## src/rtl/down_counter.sv

```systemverilog
// Loadable WIDTH-bit countdown timer with a one-cycle terminal-count pulse.
// Runs one-shot, or reloads itself on terminal count when AUTO_RELOAD is set.
module down_counter #(
    parameter int WIDTH       = 8,
    parameter bit AUTO_RELOAD = 1'b0
) (
    input  logic             clk,
    input  logic             rst,
    input  logic             en,
    input  logic             load,
    input  logic [WIDTH-1:0] load_val,
    output logic [WIDTH-1:0] count,
    output logic             busy,
    output logic             tc,
    output logic             zero
);

    typedef enum logic [1:0] {
        ST_IDLE = 2'd0,
        ST_RUN  = 2'd1,
        ST_DONE = 2'd2
    } state_t;

    localparam logic [WIDTH-1:0] ZERO_VAL = {WIDTH{1'b0}};
    localparam logic [WIDTH-1:0] ONE_VAL  = {{(WIDTH-1){1'b0}}, 1'b1};

    state_t           state_r;
    state_t           state_s;
    logic [WIDTH-1:0] count_r;
    logic [WIDTH-1:0] count_s;
    logic [WIDTH-1:0] reload_r;
    logic [WIDTH-1:0] reload_s;
    logic             busy_r;
    logic             busy_s;
    logic             tc_r;
    logic             tc_s;

    // Next-state decode: load beats the terminal event, which beats a plain decrement.
    always_comb begin
        state_s  = state_r;
        count_s  = count_r;
        reload_s = reload_r;
        tc_s     = 1'b0;
        if (load) begin
            count_s  = load_val;
            reload_s = load_val;
            if (load_val != ZERO_VAL) begin
                state_s = ST_RUN;
            end else begin
                state_s = ST_IDLE;
            end
        end else begin
            case (state_r)
                ST_IDLE: begin
                    state_s = ST_IDLE;
                end
                ST_RUN: begin
                    if (!en) begin
                        state_s = ST_RUN;
                    end else if (count_r == ONE_VAL) begin
                        tc_s = 1'b1;
                        if (AUTO_RELOAD) begin
                            count_s = reload_r;
                        end else begin
                            count_s = ZERO_VAL;
                            state_s = ST_DONE;
                        end
                    end else if (count_r != ZERO_VAL) begin
                        // The zero guard keeps the counter from ever wrapping.
                        count_s = count_r - ONE_VAL;
                    end else begin
                        count_s = count_r;
                    end
                end
                ST_DONE: begin
                    count_s = ZERO_VAL;
                end
                default: begin
                    state_s = ST_IDLE;
                    count_s = ZERO_VAL;
                end
            endcase
        end
        busy_s = (state_s == ST_RUN);
    end

    // State, count, reload value and registered outputs.
    always_ff @(posedge clk or posedge rst) begin
        if (rst) begin
            state_r  <= ST_IDLE;
            count_r  <= ZERO_VAL;
            reload_r <= ZERO_VAL;
            busy_r   <= 1'b0;
            tc_r     <= 1'b0;
        end else begin
            state_r  <= state_s;
            count_r  <= count_s;
            reload_r <= reload_s;
            busy_r   <= busy_s;
            tc_r     <= tc_s;
        end
    end

    assign count = count_r;
    assign busy  = busy_r;
    assign tc    = tc_r;
    assign zero  = (count_r == ZERO_VAL);

endmodule
```

## config.mk

```make
export PLATFORM = sky130hd
export DESIGN_NAME = down_counter
export DESIGN_NICKNAME = d
export VERILOG_FILES = /design/src/rtl/down_counter.sv
export SDC_FILE = /design/constraint.sdc
export NUM_CORES = 1
export LEC_CHECK = 0
export ABC_AREA = 1
export CAP_MARGIN = 20
export CORE_MARGIN = 1
export CORE_UTILIZATION = 52
export DETAILED_ROUTE_END_ITERATION = 8
export PLACE_DENSITY = 0.82
export SYNTH_ARGS = -nofsm -noshare
export SYNTH_HDL_FRONTEND = slang
export SYNTH_SLANG_ARGS = --single-unit
```

## constraint.sdc

```tcl
create_clock -name clk -period 3 [get_ports clk]
set_clock_uncertainty 0.15 [all_clocks]
set_input_delay 0.75 -clock clk [delete_from_list [all_inputs] [get_ports clk]]
set_output_delay 0.75 -clock clk [all_outputs]
set_load 0.1 [all_outputs]
```

# Word level (Yosys, flattened, before mapping)
# Cells that the tools add are included.
[totals]
output_inout_bits = 11
elab_cells = 31
register_bits = 12
[op_classes]
n_eq_ne = 7
n_addsub = 1
reduce_logical = 5
n_mux = 14
[ops]
columns = ["cell", "count"]
rows = [
  ["$mux W8", 4],
  ["$pmux W8 S2", 1],
  ["$reduce_bool A8 Y1", 2],
  ["$eq A8 B1 Y1 const B", 1],
  ["$logic_not A8 Y1", 1],
  ["$sub A8 B1 Y8 const B", 1],
  ["$mux W2", 3],
  ["$mux W1", 5],
  ["$eq A2 B1 Y1 const B", 2],
  ["$ne A4 B4 Y1 const B", 1],
  ["$pmux W2 S2", 1],
  ["$ne A3 B3 Y1 const B", 1],
  ["$reduce_and A3 Y1", 1],
  ["$eq A2 B2 Y1 const B", 1],
  ["$logic_not A2 Y1", 1],
  ["$ne A2 B2 Y1 const B", 1],
]

# Longest topological paths before layout
[depth]
depth_word = 6
mapped_depth = 11
depth_no_buf = 11

# Worst setup path after synthesis
# OpenSTA, ideal clock, no wires.
[synth_path]
path_kind = "flip-flop to output port"
start = "register count_r[0], in the netlist count[0]"
end = "output zero"
required_time_ns = 2.100
path_slack_ns = -2.059
path_stages_with_launch = 5
t_arrival_ns = 4.159
path_cell_list = "dfrtp_1 -> inv_1 -> ha_1 -> inv_1 -> nor4_1"
[synth_via]
elab_chain_len = 1
[synth_lines]
columns = ["element", "line_no", "text"]
rows = [
  ["start, declared", "29", "logic [WIDTH-1:0] count_r;"],
  ["start signal, assigned", "97", "count_r <= count_s;"],
  ["$logic_not A8 Y1", "107", "assign zero = (count_r == ZERO_VAL);"],
  ["end, declared", "15", "output logic zero"],
]
# Every way passes these cells.

# Final worst setup path
# Same ends and word-level chain as after synthesis.

==> reports/qor.yml <==
cp.required_ns: 2.10
wl_um: 2140
period_share: 0.804
num_vias: 945
final_cell_area_um2: 1260
final-setup-viol-count: 0
syn_nets: 161
post_cts_buffers: 0
clkLatencyLatePin_ns: 0.27
grt_pass1_wl_um: 3570
yosys_warnings: 0
cts_tree: "built"
fp-row-count: 15
grt_use_total: 0.242
synth_cell_types: 23
rsz0062_at_grt: "false"
synth_most_common_cell: "nand2_1"
synth.top_cell.area_share: 0.311
critPathCaptureType: "primary output"
cp_max_fo: 6
netlist_top_cells_count: "nand2_1, inv_1, dfrtp_1, nor2_1"
grt-busiest-layer: "met2"
port_buffers: 22
synth_ff_type: "dfrtp_1"
worst_slew_pin_slew_ns: 0.448
cts-buffers-inserted: 3
hold_viol_final: 0
cp-start-kind: "flop"
grt_pass1_vias: 837
max_freq_mhz: 415
status: "finished clean"
start_util: 0.559
synth_area_leaders: "dfrtp_1, nand2_1, ha_1"
utilization: 0.728
p_leak_uw: 0.000685
io_pins: 23
die_h_um: 45.1
grt_overflow: 0
ys_seq_area_frac: 0.311
routed_via_density: 4.90
ys_ff_latch: 12
worst_ep_arrival_time_ns: 1.51
critPathKind: "flop to primary output"
path_clk_slew_ns: 0.08
die_x_um: 45.1
setup_tns_ns: 0
dp_hpwl_um: 1740
synth_largest_area_cell: "dfrtp_1"
use_met3: 0.0240
route.detailed.drc: 0
wl_per_cell_um: 11.1
synth_edf_count: 0
max_slew_margin: 0.701
drv_slew: 0
use_met1: 0.334
die-area_um2: 2030
antenna_found_initial: 0
fin_cells: 193
gr-usage-met2: 0.409
dpl_cell_area_um2: 1220
power.density_nw_per_um2: 625
dpl.cell_count: 189
drive_gt1_frac: 0.244
grt_max_degree: 13
peakVddDrop_v: 0.000449
netlist_instances: 143
place_congestion: 0.788
cts_buffer_depth: 2
syn_area_um2: 966
core_area_um2: 1730
htree_levels: 1
cts_resized: 0
cts_root_buf: "clkbuf_4"
period_needed_ns: 2.41
first_iter_violations: 29
firstDrtPassIters: 4
num_antenna_cells: 0
min_path_type: "flop to flop"
synth_area_per_cell_um2: 6.75
timing.max_cap.violations: 0
clock_sinks: 12
area_delta_synth_final_pct: 30.1
cts_hold_buf: 0
synth-async-reset-ratio: 1.00
fin_nets: 187
antenna_left: 0
final timing paths:
path                          start        to  slack (ns)  cells past startpoint
max                        count[0]      zero        0.59                      5
min reg2reg                count[0]  count[0]        0.39                      2
max in group asynchronous       rst  count[3]        1.74                      2
min                        count[0]  count[0]        0.39                      2
min in group asynchronous       rst        tc        0.63                      2
max reg2reg                count[0]  count[5]        1.30                     10
per-stage QoR:
step	total power [uW]	hold slack [ns]	setup slack (ns)
floorplan	558	0.422	0.0877
global placement	647	0.358	0.738
detailed placement	658	0.371	0.687
CTS	786	0.391	0.580
global route	828	0.413	0.494
finish	786	0.387	0.589
worst max-delay path: stages (launching register included):
cell and delay (ns):
dfrtp_2 0.43, inv_1 0.17, ha_1 0.18, inv_1 0.07, nor4_4 0.18, buf_12 0.21
cells by family after synthesis:
| logic type | after synthesis | share of synthesized area |
|---|---|---|
| flip-flops | 12 | 0.311 |
| XOR/XNOR | 2 | 0.0181 |
| AO/OA/AOI/OAI | 11 | 0.0868 |
| buffers and inverters | 23 | 0.0933 |
| adder cells (fa/ha/maj) | 6 | 0.0777 |
| AND/OR/NAND/NOR | 89 | 0.413 |
flip-flops by register name (all words and copies together), names as in the netlist:
name / count
tc: 1
state_r: 2
count: 8
busy: 1
final cells by class:
class                   count  area [um2]
well taps                  25        31.3
multi-input cells         108         591
inverters                  22        82.6
flip-flops and latches     12         310
repair buffers             22         205
fillers                   149         470
clock buffers               4        36.3
where the power goes:
group / internal (uW) / switching [uW] / leakage (uW) / total (uW)
Sequential: 188 / 31.6 / 0.000142 / 219
Clock: 73.7 / 55.5 / 0.0000210 / 129
Combinational: 115 / 322 / 0.000522 / 437
layout by cell type (no fill, tap or decap), drive strengths merged:
| cell | synthesis | final |
|---|---|---|
| buf | 1 | 11 |
| nor4 | 1 | 1 |
| nand4 | 1 | 1 |
| clkdlybuf4s50 | 0 | 11 |
| a21boi | 2 | 2 |
| nor2 | 14 | 14 |
| dfrtp | 12 | 12 |
| o21ai | 5 | 5 |
| inv | 22 | 22 |
| nand2 | 66 | 66 |
| clkbuf | 0 | 4 |
| xor2 | 2 | 2 |
| o22ai | 1 | 1 |
| ha | 6 | 6 |
| a21oi | 3 | 3 |
| nand3 | 7 | 7 |
metal layers:
metal,vias up,wire length (um)
li1,485,-
met5,-,0
met1,430,962
met4,0,9
met3,2,100
met2,28,1060
No activity file was read; power rests on OpenSTA's default activity.
